==> config.mk <==
export PLATFORM = sky130hd
export DESIGN_NAME = sample_rate_smoother
export DESIGN_NICKNAME = d
export VERILOG_FILES = /design/src/rtl/sample_rate_smoother.sv
export SDC_FILE = /design/constraint.sdc
export NUM_CORES = 1
export LEC_CHECK = 0
export ABC_AREA = 0
export ABC_CLOCK_PERIOD_IN_PS = 2790
export CORE_ASPECT_RATIO = 0.6
export CORE_MARGIN = 2
export CORE_UTILIZATION = 46
export DETAILED_ROUTE_END_ITERATION = 6
export PLACE_DENSITY = 0.67
export SLEW_MARGIN = 40
export SYNTH_ARGS = -nofsm -noshare
export SYNTH_HDL_FRONTEND = slang
export SYNTH_SLANG_ARGS = --single-unit
==> constraint.sdc <==
create_clock -name clk -period 2.79 [get_ports clk]
set_clock_uncertainty 0.15 [all_clocks]
set_input_delay 0.6975 -clock clk [delete_from_list [all_inputs] [get_ports clk]]
set_output_delay 0.6975 -clock clk [all_outputs]
set_load 0.05 [all_outputs]
==> src/rtl/sample_rate_smoother.sv <==
// sample_rate_smoother
// Absorbs the bursty output of the upstream polyphase resampler in a small
// circular FIFO and releases one sample every OUT_DIV clocks. Streaming starts
// once PREFILL samples are buffered. It falls back to prefilling whenever an
// output slot finds the FIFO empty.
module sample_rate_smoother #(
  parameter int DATA_WIDTH = 16,
  parameter int DEPTH      = 8,
  parameter int PREFILL    = 4,
  parameter int OUT_DIV    = 3
) (
  input  logic                          clk,
  input  logic                          rst_n,
  input  logic signed [DATA_WIDTH-1:0]  data_in,
  input  logic                          data_in_valid,
  input  logic                          clear_flags,
  output logic signed [DATA_WIDTH-1:0]  data_out,
  output logic                          data_out_valid,
  output logic [$clog2(DEPTH):0]        fill_level,
  output logic                          overflow,
  output logic                          underflow,
  output logic                          stream_active
);

  localparam int PTR_W = $clog2(DEPTH);
  localparam int CNT_W = (OUT_DIV > 1) ? $clog2(OUT_DIV) : 1;

  localparam logic [PTR_W:0]   LVL_FULL    = (PTR_W+1)'(DEPTH);
  localparam logic [PTR_W:0]   LVL_PREFILL = (PTR_W+1)'(PREFILL);
  localparam logic [CNT_W-1:0] SLOT_LAST   = CNT_W'(OUT_DIV - 1);

  typedef enum logic {
    ST_PREFILL = 1'b0,
    ST_STREAM  = 1'b1
  } state_t;

  state_t state_q;
  state_t state_d;

  // Sample storage is never reset; only pointers and occupancy define validity.
  logic signed [DATA_WIDTH-1:0] mem [DEPTH];

  logic [PTR_W-1:0] wr_ptr;
  logic [PTR_W-1:0] rd_ptr;
  logic [CNT_W-1:0] slot_cnt;

  logic tick;
  logic fifo_empty;
  logic fifo_full;
  logic pop;
  logic push;
  logic ovf_evt;
  logic udf_evt;

  // Emptiness and fullness come from the registered level, so a push in the
  // same cycle cannot rescue an empty slot, and a pop can make room for a push
  // into a full FIFO.
  assign fifo_empty = (fill_level == '0);
  assign fifo_full  = (fill_level == LVL_FULL);
  assign pop        = tick && !fifo_empty;
  assign push       = data_in_valid && (!fifo_full || pop);
  assign ovf_evt    = data_in_valid && fifo_full && !pop;
  assign udf_evt    = tick && fifo_empty;

  // FSM state register
  always_ff @(posedge clk or negedge rst_n) begin
    if (!rst_n) begin
      state_q <= ST_PREFILL;
    end else begin
      state_q <= state_d;
    end
  end

  // FSM next-state: start streaming once enough samples are buffered, fall back on an empty slot
  always_comb begin
    state_d = state_q;
    case (state_q)
      ST_PREFILL: if (fill_level >= LVL_PREFILL) state_d = ST_STREAM;
      ST_STREAM:  if (udf_evt) state_d = ST_PREFILL;
      default:    state_d = ST_PREFILL;
    endcase
  end

  // FSM outputs: streaming indicator and the output-slot tick
  always_comb begin
    stream_active = (state_q == ST_STREAM);
    tick          = (state_q == ST_STREAM) && (slot_cnt == SLOT_LAST);
  end

  // Slot counter paces the output; it sits at 0 outside STREAM, so it starts from 0 on entry
  always_ff @(posedge clk or negedge rst_n) begin
    if (!rst_n) begin
      slot_cnt <= '0;
    end else if (state_q != ST_STREAM) begin
      slot_cnt <= '0;
    end else if (slot_cnt == SLOT_LAST) begin
      slot_cnt <= '0;
    end else begin
      slot_cnt <= slot_cnt + CNT_W'(1);
    end
  end

  // FIFO write port
  always_ff @(posedge clk) begin
    if (push) begin
      mem[wr_ptr] <= data_in;
    end
  end

  // Pointers wrap naturally at the power-of-two depth; occupancy is tracked separately
  always_ff @(posedge clk or negedge rst_n) begin
    if (!rst_n) begin
      wr_ptr     <= '0;
      rd_ptr     <= '0;
      fill_level <= '0;
    end else begin
      if (push) wr_ptr <= wr_ptr + PTR_W'(1);
      if (pop)  rd_ptr <= rd_ptr + PTR_W'(1);
      if (push && !pop) begin
        fill_level <= fill_level + (PTR_W+1)'(1);
      end else if (pop && !push) begin
        fill_level <= fill_level - (PTR_W+1)'(1);
      end
    end
  end

  // Stage p0 -> output register: popped head goes out one clock after the tick; data holds otherwise
  always_ff @(posedge clk or negedge rst_n) begin
    if (!rst_n) begin
      data_out       <= '0;
      data_out_valid <= 1'b0;
    end else begin
      data_out_valid <= pop;
      if (pop) begin
        data_out <= mem[rd_ptr];
      end
    end
  end

  // Sticky flags: a new event in the same cycle as clear_flags keeps the flag set
  always_ff @(posedge clk or negedge rst_n) begin
    if (!rst_n) begin
      overflow  <= 1'b0;
      underflow <= 1'b0;
    end else begin
      if (ovf_evt) begin
        overflow <= 1'b1;
      end else if (clear_flags) begin
        overflow <= 1'b0;
      end
      if (udf_evt) begin
        underflow <= 1'b1;
      end else if (clear_flags) begin
        underflow <= 1'b0;
      end
    end
  end

endmodule

==> results_dict.tcl <==
set metrics [dict create \
    status "finished clean" \
    power_density_nw_per_um2 1145 \
    cts_tree "yes" \
    fin_crit_sh_pct 91.42 \
    drtAntennaViolNets 0 \
    clkLatencyLatePin_ns 0.41 \
    drv_cap 0 \
    wl_per_cell_microns 19.79 \
    syn_inst 316 \
    drc_errors 0 \
    hp-class "input pin to asynchronous set/reset pin" \
    numPortBuffers 43 \
    placed_cells 538 \
    globalRouteTotalUtil_pct 17.23 \
    tightest_slew_ns 0.6221 \
    r2r_cells 10 \
    power_frac_comb_pct 33.6 \
    synthXorXnorAreaFrac_pct 0.8468 \
    required_ns 1.94 \
    drtIter0Drc 115 \
    setup_viol 0 \
    worstSetupStartpointType "flop" \
    synthesis.nets 342 \
    cp_slowest_cell "clkdlybuf4s50_1" \
    drtPass1Iterations 6 \
    avgSynthCellArea_sq_um 19.64 \
    synth.area.top_cells "edfxtp_1 (62%), dfrtp_1 (13%), mux4_2 (11%), mux2i_1 (2.7%), a21oi_1 (1.4%)" \
    ys_ff_latch 160 \
    pin_count 44 \
    antenna_found_initial 0 \
    wl_microns 11280 \
    synth_edf_count 128 \
    numCtsBuffers 17 \
    n_antenna_cell 0 \
    fin_nets 413 \
    synth_simple_gate_area_share_pct 3.528 \
    relSlewSlack_pct 58.53 \
    cp_top_family "buffers and inverters" \
    core_sq_um 13010 \
    finalPower_mw 8.705 \
    dieHeight_microns 93.97 \
    slowest_delay_ns 0.84 \
    synth_top_cell_by_area "edfxtp_1" \
    post-route-min-period_ns 2.551 \
    pwr-share-clk_pct 26.8 \
    r2r_slack_ns 0.27 \
    grt_pass1_wl_microns 17920 \
    vias 3050 \
    netSwitchingPower_mw 2.895 \
    cp.buffers_inverters 1 \
    ys_types 35 \
    vdd.ir_drop.worst_mv 0.5807 \
    synth_ff_type "edfxtp_1" \
    timing.rr.end "fill_level[3]$_DFFE_PN0P_" \
    fin_cells 570 \
    rows 32 \
    post_cts_buffers 0 \
    place_congestion 0.7632 \
    crit_arrival_ns 1.70 \
    areaGrowthSynthToFinish_pct 22.46 \
    intPower_mw 5.810 \
    synth_compound_area_share_pct 2.238 \
    dp_hpwl_microns 6911 \
    fillers 955 \
    hold_violations 0 \
    cp_max_fo 6 \
    async_flop_share_pct 20.00 \
    seqPwrFrac_pct 39.6 \
    cts_sinks 160 \
    yosys_warnings 0 \
    cts-root-buf "clkbuf_16" \
    power_leakage_nw 2.632 \
    critical_path_class "flop to output pin" \
    netlist_area_sq_um 6206 \
    p_sw_share_pct 33.26 \
    fp.dieArea_sq_um 14470 \
    cts.reportedPaths.clkPinSlew_ns 0.06 \
    rr_startpoint "fill_level[0]$_DFFE_PN0P_" \
    synthMuxAreaShare_pct 15.02 \
    grt_overflow 0 \
    ys_seq_area_share_pct 74.84 \
    path_cells "clkdlybuf4s50_1" \
    maxSlewViolCount 0 \
    viasPerCell 5.351 \
    synth_top_family_by_area "multiplexers" \
    start_util_pct 47.69 \
    clock.fmax_mhz 392.1 \
    rsz0062_at_grt "no" \
    yosys.area.top_type_share_pct 61.94 \
    grt_max_degree 37 \
    clockBufferDepth 2 \
    end_kind "output pin" \
    layout-drive-gt1-share_pct 24.25 \
    grt_pass1_vias 3159 \
    htreeDepth 4 \
    die_w_microns 154.0 \
    synth-adder-area-share_pct 1.331 \
]
[cell families after synthesis]
family / Yosys count
fa+ha+maj: 6
buf+inv: 20
mux: 52
flops: 160
compound gates: 25
xor+xnor: 6
simple gates: 47
[area by class of cell]
| cell class | instances | area, sq um | share of cell area (%) |
|---|---|---|---|
| sequential | 160 | 4652 | 61.21 |
| inverter | 6 | 22.52 | 0.2963 |
| timing repair buffer | 66 | 655.6 | 8.627 |
| clock buffer | 18 | 429.2 | 5.647 |
| clock inverter | 14 | 166.4 | 2.190 |
| multi-input combinational | 136 | 1461 | 19.23 |
| tap | 170 | 212.7 | 2.799 |
[power by group through the flow]
| stage | logic, mW | registers (mW) | clock network [mW] |
|---|---|---|---|
| 6_report | 2.93 | 3.44 | 2.33 |
| 5_1_grt | 3.15 | 3.51 | 2.49 |
| 4_1_cts | 2.96 | 3.45 | 2.37 |
| 3_5_place_dp | 2.94 | 3.50 | 0 |
| 3_3_place_gp | 2.90 | 3.47 | 0 |
| 2_1_floorplan | 1.67 | 3.90 | 0 |
[sequential cells by signal, summed over array words and instances (netlist names)]
register and cells:
data_out_valid 1, mem 128, rd_ptr 3, fill_level 4
slot_cnt 2, data_out 16, wr_ptr 3, stream_active 1
overflow 1, underflow 1
[synth_stat cells, drive strengths merged (2+ instances only)]
| cell | n |
|---|---|
| a21oi | 17 |
| buf | 12 |
| clkbuf | 2 |
| dfrtp | 32 |
| edfxtp | 128 |
| ha | 5 |
| inv | 6 |
| mux2 | 3 |
| mux2i | 17 |
| mux4 | 32 |
| nand2 | 8 |
| nand2b | 2 |
| nand3 | 2 |
| nand3b | 2 |
| nor2 | 23 |
| nor3 | 5 |
| o21ai | 3 |
| xnor2 | 5 |
[worst max-delay path by stage]
stage,start,end,cells past startpoint
2_1_floorplan,fill_level[0]$_DFFE_PN0P_,fill_level[3]$_DFFE_PN0P_,10
3_3_place_gp,data_in_valid,fill_level[3]$_DFFE_PN0P_,9
3_5_place_dp,data_in_valid,fill_level[3]$_DFFE_PN0P_,9
4_1_cts,fill_level[0]$_DFFE_PN0P_,fill_level[3]$_DFFE_PN0P_,10
5_1_grt,fill_level[0]$_DFFE_PN0P_,fill_level[3]$_DFFE_PN0P_,10
6_report,fill_level[1]$_DFFE_PN0P_,fill_level[1],1
[through the flow]
step | setup slack, ns | setup TNS [ns] | util, % | hold WS (ns) | cell area, sq um
final | 0.2393 | 0 | 58.40 | 0.08052 | 7600
after global routing | 0.03449 | 0 | 58.40 | 0.07893 | 7600
after CTS | 0.1760 | 0 | 58.36 | 0.07557 | 7594
after detailed placement | -0.05360 | -0.05360 | 53.78 | 0.2908 | 6998
after global placement | -0.004546 | -0.004546 | 53.57 | 0.2808 | 6970
after floorplan | 0.04592 | 0 | - | 0.2519 | 6232
[cells in the final DEF (no fill, tap or decap), drive strengths merged, types with 5 or more instances in the layout]
cell type / count
edfxtp: 128
clkdlybuf4s50: 42
mux4: 32
dfrtp: 32
buf: 24
nor2: 23
clkbuf: 18
mux2i: 17
a21oi: 17
nand2: 8
inv: 7
xnor2: 5
ha: 5
clkinvlp: 5
nor3: 5
clkinv: 5
[routing by layer]
metal  global-route usage, %  vias up  share of wire [%]
met5                       0        -                  0
met4                   6.542        0               0.56
met3                   3.459        6                3.0
met2                   25.86       66                 46
met1                   25.22     1583                 51
li1                        -     1395                  -
[what timing repair did]
| action | CTS | global route |
|---|---|---|
| setup endpoints to repair | 0 | 1 |
| hold buffers | 0 | 0 |
| resized for setup | 0 | 1 |
Note: power is estimated with default switching activity, not from simulation.
